==> src/rtl/alu_cmd_issuer.sv <==
// Command issuer for a combinational 8-bit ALU: queues operand/opcode commands,
// holds each on the ALU for SETTLE cycles, then returns the tagged 16-bit result.
module alu_cmd_issuer #(
    parameter int DEPTH  = 4,
    parameter int SETTLE = 1,
    parameter int CNT_W  = 8
) (
    input  logic             clk,
    input  logic             rst,
    input  logic             cmd_valid,
    output logic             cmd_ready,
    input  logic [7:0]       cmd_a,
    input  logic [7:0]       cmd_b,
    input  logic [2:0]       cmd_opcode,
    output logic [7:0]       alu_a,
    output logic [7:0]       alu_b,
    output logic [2:0]       alu_opcode,
    output logic             alu_ena,
    input  logic [15:0]      alu_result,
    output logic             rsp_valid,
    input  logic             rsp_ready,
    output logic [15:0]      rsp_result,
    output logic [2:0]       rsp_opcode,
    output logic [CNT_W-1:0] rsp_seq,
    output logic             busy
);

    localparam int PTR_W = $clog2(DEPTH);
    localparam int SET_W = (SETTLE > 1) ? $clog2(SETTLE) : 1;

    typedef enum logic [1:0] {S_IDLE, S_SETTLE, S_RESP} state_t;

    typedef struct packed {
        logic [2:0] op;
        logic [7:0] a;
        logic [7:0] b;
    } cmd_t;

    state_t           state_q, state_d;
    cmd_t             cmd_mem_q [DEPTH];
    logic [PTR_W-1:0] wr_ptr_q, wr_ptr_d;
    logic [PTR_W-1:0] rd_ptr_q, rd_ptr_d;
    logic [PTR_W:0]   count_q, count_d;
    logic [SET_W-1:0] settle_cnt_q, settle_cnt_d;
    logic [CNT_W-1:0] seq_q, seq_d;
    logic [7:0]       alu_a_q, alu_a_d;
    logic [7:0]       alu_b_q, alu_b_d;
    logic [2:0]       alu_opcode_q, alu_opcode_d;
    logic             alu_ena_q, alu_ena_d;
    logic             rsp_valid_q, rsp_valid_d;
    logic [15:0]      rsp_result_q, rsp_result_d;
    logic [2:0]       rsp_opcode_q, rsp_opcode_d;
    logic [CNT_W-1:0] rsp_seq_q, rsp_seq_d;

    logic push;
    logic pop;
    cmd_t head;

    // Ready depends on the registered count only: a full FIFO never accepts,
    // even on an edge where the head is popped.
    assign cmd_ready = (count_q < (PTR_W+1)'(DEPTH));
    assign push      = cmd_valid && cmd_ready;
    assign pop       = (state_q == S_IDLE) && (count_q != '0);
    assign head      = cmd_mem_q[rd_ptr_q];

    always_ff @(posedge clk) begin
        if (rst) begin
            state_q      <= S_IDLE;
            wr_ptr_q     <= '0;
            rd_ptr_q     <= '0;
            count_q      <= '0;
            settle_cnt_q <= '0;
            seq_q        <= '0;
            alu_a_q      <= '0;
            alu_b_q      <= '0;
            alu_opcode_q <= '0;
            alu_ena_q    <= 1'b0;
            rsp_valid_q  <= 1'b0;
            rsp_result_q <= '0;
            rsp_opcode_q <= '0;
            rsp_seq_q    <= '0;
        end else begin
            state_q      <= state_d;
            wr_ptr_q     <= wr_ptr_d;
            rd_ptr_q     <= rd_ptr_d;
            count_q      <= count_d;
            settle_cnt_q <= settle_cnt_d;
            seq_q        <= seq_d;
            alu_a_q      <= alu_a_d;
            alu_b_q      <= alu_b_d;
            alu_opcode_q <= alu_opcode_d;
            alu_ena_q    <= alu_ena_d;
            rsp_valid_q  <= rsp_valid_d;
            rsp_result_q <= rsp_result_d;
            rsp_opcode_q <= rsp_opcode_d;
            rsp_seq_q    <= rsp_seq_d;
        end
    end

    // NOTE: the storage array has no reset; an entry is only read after it was written.
    always_ff @(posedge clk) begin
        if (push) begin
            cmd_mem_q[wr_ptr_q] <= '{op: cmd_opcode, a: cmd_a, b: cmd_b};
        end
    end

    always_comb begin
        state_d = state_q;
        unique case (state_q)
            S_IDLE:   if (pop) state_d = S_SETTLE;
            S_SETTLE: if (settle_cnt_q == '0) state_d = S_RESP;
            S_RESP:   if (rsp_ready) state_d = S_IDLE;
            default:  state_d = S_IDLE;
        endcase
    end

    // NOTE: every _d starts from its _q so no path leaves a latch behind.
    always_comb begin
        wr_ptr_d     = push ? wr_ptr_q + PTR_W'(1) : wr_ptr_q;
        rd_ptr_d     = pop ? rd_ptr_q + PTR_W'(1) : rd_ptr_q;
        count_d      = count_q + (PTR_W+1)'(push) - (PTR_W+1)'(pop);
        settle_cnt_d = settle_cnt_q;
        seq_d        = seq_q;
        alu_a_d      = alu_a_q;
        alu_b_d      = alu_b_q;
        alu_opcode_d = alu_opcode_q;
        alu_ena_d    = alu_ena_q;
        rsp_valid_d  = rsp_valid_q;
        rsp_result_d = rsp_result_q;
        rsp_opcode_d = rsp_opcode_q;
        rsp_seq_d    = rsp_seq_q;
        unique case (state_q)
            S_IDLE: begin
                if (pop) begin
                    alu_a_d      = head.a;
                    alu_b_d      = head.b;
                    alu_opcode_d = head.op;
                    alu_ena_d    = 1'b1;
                    settle_cnt_d = SET_W'(SETTLE - 1);
                end
            end
            S_SETTLE: begin
                if (settle_cnt_q == '0) begin
                    rsp_result_d = alu_result;
                    rsp_opcode_d = alu_opcode_q;
                    rsp_seq_d    = seq_q;
                    seq_d        = seq_q + CNT_W'(1);
                    alu_ena_d    = 1'b0;
                    rsp_valid_d  = 1'b1;
                end else begin
                    settle_cnt_d = settle_cnt_q - SET_W'(1);
                end
            end
            S_RESP: begin
                if (rsp_ready) rsp_valid_d = 1'b0;
            end
            default: ;
        endcase
    end

    assign alu_a      = alu_a_q;
    assign alu_b      = alu_b_q;
    assign alu_opcode = alu_opcode_q;
    assign alu_ena    = alu_ena_q;
    assign rsp_valid  = rsp_valid_q;
    assign rsp_result = rsp_result_q;
    assign rsp_opcode = rsp_opcode_q;
    assign rsp_seq    = rsp_seq_q;
    assign busy       = (state_q != S_IDLE) || (count_q != '0);

endmodule

==> config.mk <==
export PLATFORM = sky130hd
export DESIGN_NAME = alu_cmd_issuer
export DESIGN_NICKNAME = d
export VERILOG_FILES = /design/src/rtl/alu_cmd_issuer.sv
export SDC_FILE = /design/constraint.sdc
export NUM_CORES = 1
export LEC_CHECK = 0
export CORE_MARGIN = 4
export CORE_UTILIZATION = 56
export DETAILED_ROUTE_END_ITERATION = 10
export PLACE_DENSITY = 0.84
export SYNTH_ARGS = -nofsm -noshare
export SYNTH_HDL_FRONTEND = slang
export SYNTH_SLANG_ARGS = --single-unit
==> constraint.sdc <==
create_clock -name clk -period 4.13 [get_ports clk]
set_clock_uncertainty 0.15 [all_clocks]
set_input_delay 0.826 -clock clk [delete_from_list [all_inputs] [get_ports clk]]
set_output_delay 0.826 -clock clk [all_outputs]
set_load 0.005 [all_outputs]
## Word-level counts from Yosys, hierarchy flattened

Memory sizes are Yosys's and may differ from the RTL's. A register that Yosys moved wholly into a read port is not among the register bits.
Cells that the tools add are included.

- Output and inout bits: 50
- Register bits after elaboration: 47
- Memories: 1
- RAM bits: 76
- Logic and storage cells: 54

Memory list:

| memory | depth | width | read ports | clocked after memory_dff | wr ports | line | text |
|---|---|---|---|---|---|---|---|
| cmd_mem_q | 4 | 19 | 1 | 1 | 1 | 40 | `cmd_t cmd_mem_q [DEPTH];` |

- Equality and inequality tests: 5
- Order comparisons: 1
- Add/sub/neg operators: 6
- Mux-type cells: 15
- Reductions and logical operators: 14
- Bitwise operators: 1

Operators with widths:

| cell | count |
|---|---|
| 3-bit AND reduction | 3 |
| 8-bit by 1-bit adder with 8-bit output, second input constant | 1 |
| 1-bit two-way mux | 8 |
| 2-bit two-way mux | 3 |
| 2-bit != test, second input constant | 3 |
| 1-bit one-hot mux with 2 select lines | 3 |
| 2-bit one-hot mux with 3 select lines | 1 |
| 2-bit AND reduction | 3 |
| 2-bit nonzero test | 3 |
| 2-bit by 1-bit adder with 2-bit output, second input constant | 2 |
| 3-bit by 1-bit adder with 3-bit output | 1 |
| 3-bit less-than comparator, second input constant | 1 |
| 3-bit nonzero test | 1 |
| 3-bit by 1-bit subtractor with 3-bit output | 1 |
| 2-bit by 1-bit equality test with 1-bit output, second input constant | 1 |
| 2-bit equality test, second input constant | 1 |
| 1-bit logical AND | 2 |
| 2-bit logical NOT | 1 |
| 1-bit logical OR | 1 |
| 1-bit NOT | 1 |
| 1-bit subtractor, second input constant | 1 |

## Depth between registers and ports, before layout

Gate-level depths: netlist of the first run.

- Word-level depth: 4
- Mapped depth: 11

## Worst setup path before layout of the first run

OpenSTA, ideal clock, no wires.

- Path type: input port to flip-flop
- Start point: input port cmd_valid
- End point: register count_q[2]
- Required time: 3.902 ns
- Data arrival time: 2.456 ns
- Cell stages on the path: 11
- Path slack: 1.446 ns
- Cells stage by stage: nor2b_1 > clkbuf_1 > inv_1 > ha_1 > inv_1 > ha_1 > inv_1 > fa_1 > xor2_1 > and2_1 > nor3_1

- Word-level cells in the longest chain between the ends: 3

Ends and longest elaborated chain:

| what | line | text |
|---|---|---|
| start, declared | 10 | `input logic cmd_valid,` |
| 1-bit logical AND | 62 | `assign push = cmd_valid && cmd_ready;` |
| 3-bit by 1-bit adder with 3-bit output | 121 | `count_d = count_q + (PTR_W+1)'(push) - (PTR_W+1)'(pop);` |
| 3-bit by 1-bit subtractor with 3-bit output | 121 |  |
| end signal, assigned | 86 | `count_q <= count_d;` |
| end, declared | 43 | `logic [PTR_W:0] count_q, count_d;` |

No other way between the ends.
A chain may end at the register's enable or synchronous reset.

## Worst setup path after layout of the first run

- Start point: register count_q[1]
- End point: output port busy

- Word-level cells in the longest chain between the ends: 2

Ends and longest elaborated chain:

| what | line | text |
|---|---|---|
| 3-bit nonzero test | 169 | `assign busy = (state_q != S_IDLE) \|\| (count_q != '0);` |
| 1-bit logical OR | 169 |  |
| end, declared | 25 | `output logic busy` |

No other way between the ends.

==> results of run 1 <==
[power groups by stage]
stage	Combinational (mW)	Clock [mW]	Sequential, mW
floorplan	0.667	0	1.87
global route	1.21	1.64	1.94
CTS	1.13	1.58	1.92
detailed placement	1.10	0	1.93
global placement	1.07	0	1.92
finish	1.11	1.55	1.92
[cell type report]
class	count	area [um^2]	area share
sequential	141	3580	0.529
multi-input combinational	194	1470	0.217
timing repair buffer	97	948	0.140
clock buffer	18	418	0.0617
clock inverter	14	191	0.0283
tap	108	135	0.0200
inverter	8	30.0	0.00443
[cells in the final DEF (no fill, tap or decap), types with 2 or more instances in the layout]
cell	count
clkinvlp_4	3
inv_1	8
edfxtp_1	76
inv_6	2
mux4_2	19
clkdlybuf4s50_1	88
xnor2_1	3
o31ai_1	3
a21oi_1	35
nand4_1	2
nand3b_1	2
or3_1	2
and2_1	5
or4_1	2
nand2_1	59
buf_4	9
o21ai_0	2
nand3_1	2
bufinv_16	4
dfxtp_1	65
a22o_1	19
clkbuf_16	16
nor3_1	4
nor2b_1	4
clkinv_4	2
ha_1	7
nor2_1	9
clkinv_2	2
[through the flow]
stage          setup slack [ns]   util
6_report                   1.10  0.762
5_1_grt                   0.961  0.762
4_1_cts                    1.04  0.762
3_5_place_dp              0.775  0.693
3_3_place_gp              0.864  0.693
2_1_floorplan              1.45      -
[logic make-up after synthesis]
kind of cell / Yosys count / share of synthesized area
compound gates: 63 / 0.0800
buf+inv: 31 / 0.0296
fa+ha+maj: 8 / 0.0207
simple gates: 98 / 0.0867
xor+xnor: 4 / 0.00674
mux: 21 / 0.0865
flops: 141 / 0.690
[metal layers]
metal	up-vias	share of wire	track usage
li1	1531	-	-
met1	1579	0.38	0.239
met2	117	0.54	0.353
met3	13	0.061	0.0596
met4	0	0.019	0.0959
met5	-	0	0
[path summary, 6_finish.rpt]
check / start / endpoint / slack, ns / cells past startpoint
max: count_q[1] / busy / 1.10 / 3
min: rsp_result[9] / rsp_result[9] / 0.31 / 2
max reg2reg: count_q[1] / count_q[2] / 1.49 / 10
min reg2reg: rsp_result[9] / rsp_result[9] / 0.31 / 2
[flip-flops by register name, indices dropped and copies added (netlist names)]
register / count
seq_q: 8
cmd_mem_q: 76
rsp_opcode: 3
rsp_result: 16
alu_b: 8
alu_a: 8
rd_ptr_q: 2
count_q: 3
alu_opcode: 3
wr_ptr_q: 2
rsp_valid: 1
rsp_seq: 8
state_q: 2
alu_ena: 1
[critical path, delay by kind of cell, from the launching register on]
kind          cells  cell delay (ns)
simple gates      2             0.68
buf+inv           1             0.49
flops             1             0.36
==> results.json, run 1 <==
{
  "critPathKind": "flip-flop to primary output",
  "synth-warning-count": 0,
  "clkPwrFrac": 0.338,
  "setup-violations-final": 0,
  "total_power_mw": 4.57,
  "synth_area_leaders": "edfxtp_1 (44%), dfxtp_1 (25%), mux4_2 (8.2%)",
  "area_growth_pct": 30.4,
  "initial_core_util": 0.584,
  "ys_seq_area_frac": 0.690,
  "yosys-top-cells-count": "edfxtp_1 (76), dfxtp_1 (65), nand2_1 (59)",
  "synth_most_common_cell": "edfxtp_1",
  "portBuffers": 88,
  "synth-async-reset-ratio": 0,
  "synthFlopType": "edfxtp_1",
  "hold_viol": 0,
  "fin_area_mm2": 0.00677,
  "crit_required_ns": 3.15,
  "rsz0062_at_grt": "no",
  "cts_sinks": 141,
  "wl_um": 10700,
  "end_kind": "primary output",
  "clk_pin_slew_ns": 0.06,
  "nNetsFinal": 506,
  "die_y_um": 104,
  "synth_area_mm2": 0.00519,
  "cts_tree": "done",
  "row_count": 34,
  "fin_cells": 580,
  "max_clock_freq_mhz": 330,
  "tightest_slew_ns": 0.993,
  "combPwrFrac": 0.243,
  "diodes": 0,
  "grt_pass1_wl_um": 17300,
  "slew-limit-headroom": 0.337,
  "grt-ovfl-total": 0,
  "ctsHoldBuffers": 0,
  "wl_per_cell_um": 18.4,
  "outcome": "completed",
  "grt_antenna_before_repair": 0,
  "synth_cell_type_count": 39,
  "critPathArrivalTime_ns": 2.06,
  "vdd_drop_max_v": 0.000399,
  "fin_crit_sh": 0.735,
  "grt_pass1_vias": 3446,
  "leakagePower_nw": 2.33,
  "maxCapViolations": 0,
  "swShare": 0.274,
  "cp_slowest_cell": "nor3_1",
  "die_w_um": 104,
  "via_per_inst": 5.59,
  "track_usage": 0.206,
  "placed_area_mm2": 0.00616,
  "seq_power_share": 0.419,
  "syn_nets": 413,
  "firstDrtPassIters": 4,
  "max_stage_delay_ns": 0.50,
  "holdWs_ns": 0.307,
  "gp_congestion": 0.773,
  "synth_top_area_frac": 0.439,
  "grt_max_degree": 49,
  "io-pin-count": 89,
  "cts_buffers": 17,
  "worstHoldPathType": "flip-flop to flip-flop",
  "dieArea_mm2": 0.0109,
  "drc": 0,
  "clockBufferDepth": 2,
  "worst_setup_path_start_kind": "flip-flop",
  "placed_cells": 548,
  "drive_above_1_share": 0.140,
  "synth-edff-count": 76,
  "intPower_mw": 3.32,
  "synth_cells": 366,
  "syn-mean-instance-area_um2": 14.2,
  "clock-root-buffer": "clkbuf_8",
  "core_mm2": 0.00889,
  "period_needed_ns": 3.03,
  "power-per-cell-area_mw_per_mm2": 675,
  "via_count": 3240,
  "h-tree-depth": 4,
  "slew_viol_final": 0,
  "ctsResizeCount": 0,
  "crit_fanout": 5,
  "ys_ff_latch": 141,
  "yosys.area.top_type": "edfxtp_1",
  "post_cts_buffers": 0,
  "worstSkewPairLatency_ns": 0.52,
  "nFillCells": 542,
  "setup-tns-final_ns": 0,
  "p_switching_mw": 1.25,
  "cp_cell_sequence": "nor3_1, nand2_1, clkdlybuf4s50_1",
  "dr.first_iter.drc_count": 157,
  "ant_nets": 0,
  "dp_hpwl_um": 6630
}
No activity file was read; power rests on OpenSTA's default activity.
==> inputs of run 2 (changes only) <==
--- a/config.mk
+++ b/config.mk
@@ -6,9 +6,9 @@
 export NUM_CORES = 1
 export LEC_CHECK = 0
 export CORE_MARGIN = 4
-export CORE_UTILIZATION = 56
+export CORE_UTILIZATION = 52
 export DETAILED_ROUTE_END_ITERATION = 10
-export PLACE_DENSITY = 0.84
+export PLACE_DENSITY = 0.79
 export SYNTH_ARGS = -nofsm -noshare
 export SYNTH_HDL_FRONTEND = slang
 export SYNTH_SLANG_ARGS = --single-unit
==> constraint.sdc (replaced) <==
create_clock -name clk -period 3 [get_ports clk]
set_clock_uncertainty 0.15 [all_clocks]
set_input_delay 0.6 -clock clk [delete_from_list [all_inputs] [get_ports clk]]
set_output_delay 0.6 -clock clk [all_outputs]
set_load 0.005 [all_outputs]
==> run 2 against run 1 <==
Sequential power grew 35%. Non-clock buffer count is 3 higher. Clock-buffer cell count rose by 3. Combinational power is 40% higher. Sequential share of layout area decreased by 0.68 points. Total power is 37% higher.
==> results.json, run 2 (synthesized netlist as in run 1, its figures left out) <==
{
  "outcome": "completed",
  "fin_cells": 608,
  "dp_hpwl_um": 6570,
  "gp_congestion": 0.753,
  "nNetsFinal": 509,
  "r2r_slack_ns": 0.51,
  "ant_nets": 0,
  "initial_core_util": 0.534,
  "drc": 0,
  "cts_buffers": 17,
  "slew_viol_final": 0,
  "r2r_cells": 10,
  "setup-tns-final_ns": 0,
  "max_clock_freq_mhz": 378,
  "period_needed_ns": 2.64,
  "rsz0062_at_grt": "no",
  "die_w_um": 108,
  "area_growth_pct": 32.1,
  "post_cts_buffers": 0,
  "core_mm2": 0.00973,
  "critPathArrivalTime_ns": 1.89,
  "worstHoldPathType": "flip-flop to flip-flop",
  "crit_fanout": 5,
  "largest-register": "cmd_mem_q",
  "dieArea_mm2": 0.0117,
  "row_count": 36,
  "firstDrtPassIters": 4,
  "holdWs_ns": 0.302,
  "hold_viol": 0,
  "mostFrequentLayoutCell": "clkdlybuf4s50_1",
  "tightest_slew_ns": 0.634,
  "placed_cells": 576,
  "track_usage": 0.191,
  "maxCapViolations": 0,
  "vdd_drop_max_v": 0.000501,
  "ctsHoldBuffers": 0,
  "grt_antenna_before_repair": 0,
  "drive_above_1_share": 0.147,
  "dr.first_iter.drc_count": 181,
  "leakagePower_nw": 2.36,
  "clockBufferDepth": 2,
  "worst_setup_path_start_kind": "flip-flop",
  "die_y_um": 108,
  "wl_per_cell_um": 16.9,
  "grt_pass1_vias": 3319,
  "io-pin-count": 89,
  "setup-violations-final": 0,
  "largest_reg_flops": 76,
  "cp-endpoint": "busy",
  "via_per_inst": 5.35,
  "via_count": 3250,
  "clock-root-buffer": "clkbuf_8",
  "diodes": 0,
  "cts_tree": "done",
  "reg2reg_from": "count_q[1]",
  "portBuffers": 88,
  "h-tree-depth": 4,
  "slew-limit-headroom": 0.577,
  "fin_crit_sh": 0.881,
  "reg2reg_to": "count_q[2]",
  "power-per-cell-area_mw_per_mm2": 912,
  "final_cell_mix": "clkdlybuf4s50_1 (88), edfxtp_1 (76), dfxtp_1 (65), nand2_1 (59), a21oi_1 (35)",
  "critPathKind": "flip-flop to primary output",
  "grt_max_degree": 24,
  "clk_pin_slew_ns": 0.06,
  "grt_pass1_wl_um": 16800,
  "ctsResizeCount": 0,
  "crit_required_ns": 2.25,
  "crit_path_start": "count_q[1]",
  "cts_sinks": 141,
  "wl_um": 10300,
  "grt-ovfl-total": 0,
  "worstSkewPairLatency_ns": 0.52,
  "end_kind": "primary output"
}
-- run 2: power breakdown --
| group | switching, mW | internal [mW] | leakage, nW |
|---|---|---|---|
| Combinational | 0.695 | 0.853 | 0.835 |
| Clock | 0.788 | 1.34 | 0.304 |
| Sequential | 0.201 | 2.38 | 1.23 |
-- run 2: worst min-delay path by stage --
stage | startpoint | to | slack [ns] | cells past startpoint
2_1_floorplan | seq_q[7] | rsp_seq[7] | 0.29 | 2
3_3_place_gp | rsp_result[14] | rsp_result[14] | 0.29 | 2
3_5_place_dp | rsp_seq[7] | rsp_seq[7] | 0.30 | 2
4_1_cts | rsp_seq[7] | rsp_seq[7] | 0.30 | 2
5_1_grt | rsp_result[12] | rsp_result[12] | 0.32 | 2
6_report | rsp_result[14] | rsp_result[14] | 0.30 | 2
-- run 2: metrics by stage --
| step | setup WS [ns] | instance area, um^2 | utilization | power, mW |
|---|---|---|---|---|
| 6_report | 0.356 | 6860 | 0.705 | 6.26 |
| 3_3_place_gp | 0.234 | 6240 | 0.642 | 4.15 |
| 5_1_grt | 0.186 | 6860 | 0.705 | 6.60 |
| 2_1_floorplan | 0.542 | 5190 | - | 3.50 |
| 3_5_place_dp | 0.112 | 6240 | 0.642 | 4.19 |
| 4_1_cts | 0.326 | 6860 | 0.705 | 6.33 |
-- run 2: routing by layer --
layer / vias to the layer above / track usage / share of wire
li1: 1537 / - / -
met1: 1588 / 0.248 / 0.43
met2: 116 / 0.315 / 0.50
met3: 9 / 0.0525 / 0.063
met4: 0 / 0.0613 / 0.0072
met5: - / 0 / 0
-- run 2: critical path, stage by stage, from the launching register on --
cell             delay [ns]
dfxtp_1                0.35
nor3_1                 0.44
nand2_1                0.12
clkdlybuf4s50_1        0.47
-- run 2: area by class of cell --
cell class,instances,area [um^2]
clock inverters,11,126
multi-input cells,194,1470
fillers,660,2870
inverters,8,30.0
repair buffers,100,996
well taps,133,166
clock buffers,21,493
flip-flops and latches,141,3580
==> inputs of run 3 (changes only) <==
--- a/config.mk
+++ b/config.mk
@@ -6,9 +6,8 @@
 export NUM_CORES = 1
 export LEC_CHECK = 0
 export CORE_MARGIN = 4
-export CORE_UTILIZATION = 52
+export CORE_UTILIZATION = 40
 export DETAILED_ROUTE_END_ITERATION = 10
-export PLACE_DENSITY = 0.79
 export SYNTH_ARGS = -nofsm -noshare
 export SYNTH_HDL_FRONTEND = slang
 export SYNTH_SLANG_ARGS = --single-unit
==> run 3 against run 2 <==
Fmax grew 7.0%. Sequential power is essentially flat. Setup slack gained 0.17 ns. Critical endpoint is now count_q[2]. Largest power group unchanged.
==> results.json, run 3 (synthesized netlist as in run 1, its figures left out) <==
{
  "post_cts_buffers": 0,
  "cts_buffers": 17,
  "fin_crit_sh": 0.824,
  "fin_area_mm2": 0.00688,
  "dr.first_iter.drc_count": 185,
  "post-place-ws_ns": 0.106,
  "row_count": 41,
  "mostFrequentLayoutCell": "clkdlybuf4s50_1",
  "grt_max_degree": 31,
  "p_switching_mw": 1.68,
  "via_per_inst": 4.89,
  "leakagePower_nw": 2.35,
  "placed_area_mm2": 0.00626,
  "grt-ovfl-total": 0,
  "outcome": "completed",
  "cts_tree": "done",
  "clock-root-buffer": "clkbuf_16",
  "track_usage": 0.141,
  "hold_viol": 0,
  "worstHoldPathType": "flip-flop to flip-flop",
  "tightest_slew_ns": 0.600,
  "dp_hpwl_um": 6400,
  "crit_fanout": 5,
  "cts_sinks": 141,
  "drc": 0,
  "setup-violations-final": 0,
  "intPower_mw": 4.63,
  "critPathArrivalTime_ns": 2.66,
  "largest_reg_flops": 76,
  "period_needed_ns": 2.47,
  "diodes": 0,
  "grt_antenna_before_repair": 0,
  "h-tree-depth": 4,
  "die_w_um": 122,
  "setup-tns-final_ns": 0,
  "slew-limit-headroom": 0.599,
  "worst_setup_path_start_kind": "flip-flop",
  "vdd_drop_max_v": 0.000528,
  "critPathKind": "flip-flop to flip-flop",
  "largest-register": "cmd_mem_q",
  "max_clock_freq_mhz": 405,
  "ctsHoldBuffers": 0,
  "area_growth_pct": 32.5,
  "seq_power_share": 0.408,
  "slew_viol_final": 0,
  "io-pin-count": 89,
  "grt_pass1_wl_um": 16000,
  "initial_core_util": 0.410,
  "swShare": 0.266,
  "power-per-cell-area_mw_per_mm2": 916,
  "clk_pin_slew_ns": 0.06,
  "via_count": 3162,
  "worstSkewPairLatency_ns": 0.41,
  "clkPwrFrac": 0.345,
  "die_y_um": 122,
  "ctsResizeCount": 0,
  "firstDrtPassIters": 5,
  "maxCapViolations": 0,
  "core_mm2": 0.0127,
  "clockBufferDepth": 2,
  "setup_ws_ns": 0.529,
  "gp_congestion": 0.763,
  "total_power_mw": 6.30,
  "nNetsFinal": 509,
  "final_cell_mix": "clkdlybuf4s50_1 (87), edfxtp_1 (76), dfxtp_1 (65), nand2_1 (59), a21oi_1 (35)",
  "nFillCells": 1055,
  "rsz0062_at_grt": "no",
  "grt_pass1_vias": 3186,
  "combPwrFrac": 0.247,
  "wl_per_cell_um": 15.4,
  "dieArea_mm2": 0.0149,
  "drive_above_1_share": 0.145,
  "wl_um": 9990,
  "portBuffers": 88,
  "crit_required_ns": 3.19,
  "end_kind": "flip-flop",
  "ant_nets": 0
}
==> run 3: final timing paths <==
check,from,endpoint,slack (ns),cells past startpoint
worst max-delay path,count_q[1],count_q[2],0.53,11
worst min-delay path,rsp_opcode[2],rsp_opcode[2],0.30,2
worst min register to register,rsp_opcode[2],rsp_opcode[2],0.30,2
worst max register to register,count_q[1],count_q[2],0.53,11
==> run 3: final cells by class <==
cell class / count / area [um^2] / area share
sequential: 141 / 3580 / 0.521
multi-input combinational: 194 / 1470 / 0.213
timing repair buffer: 100 / 966 / 0.140
clock buffer: 18 / 429 / 0.0624
tap: 172 / 215 / 0.0313
clock inverter: 14 / 191 / 0.0278
inverter: 8 / 30.0 / 0.00436
==> run 3: routing by layer <==
metal | vias up | wire length (um) | track usage | part of all wire
li1 | 1534 | - | - | -
met1 | 1510 | 4550 | 0.178 | 0.46
met2 | 102 | 4620 | 0.223 | 0.46
met3 | 16 | 642 | 0.0497 | 0.064
met4 | 0 | 171 | 0.0539 | 0.017
met5 | - | 0 | 0 | 0
==> run 3: power by group through the flow <==
stage                     Clock (mW)  Combinational, mW  Sequential (mW)
after floorplan                    0              0.918             2.58
after global placement             0               1.57             2.60
after detailed placement           0               1.60             2.61
after CTS                       2.23               1.61             2.57
after global routing            2.31               1.72             2.61
final                           2.17               1.56             2.57
==> run 3: critical path, cell delays in order (launching register included) <==
cell and delay (ns):
dfxtp_1 0.42, nor3_1 0.09, buf_4 0.15, nor3_1 0.24
ha_1 0.29, inv_1 0.06, ha_1 0.12, inv_1 0.05
fa_1 0.38, xor2_1 0.16, and2_1 0.16, nor3_1 0.12
==> run 3: metrics by stage <==
stage / utilization / hold slack, ns / cells
detailed placement: 0.494 / 0.298 / 615
CTS: 0.543 / 0.305 / 647
floorplan: - / 0.290 / 366
finish: 0.543 / 0.301 / 647
global placement: 0.494 / 0.291 / 615
global route: 0.543 / 0.327 / 647
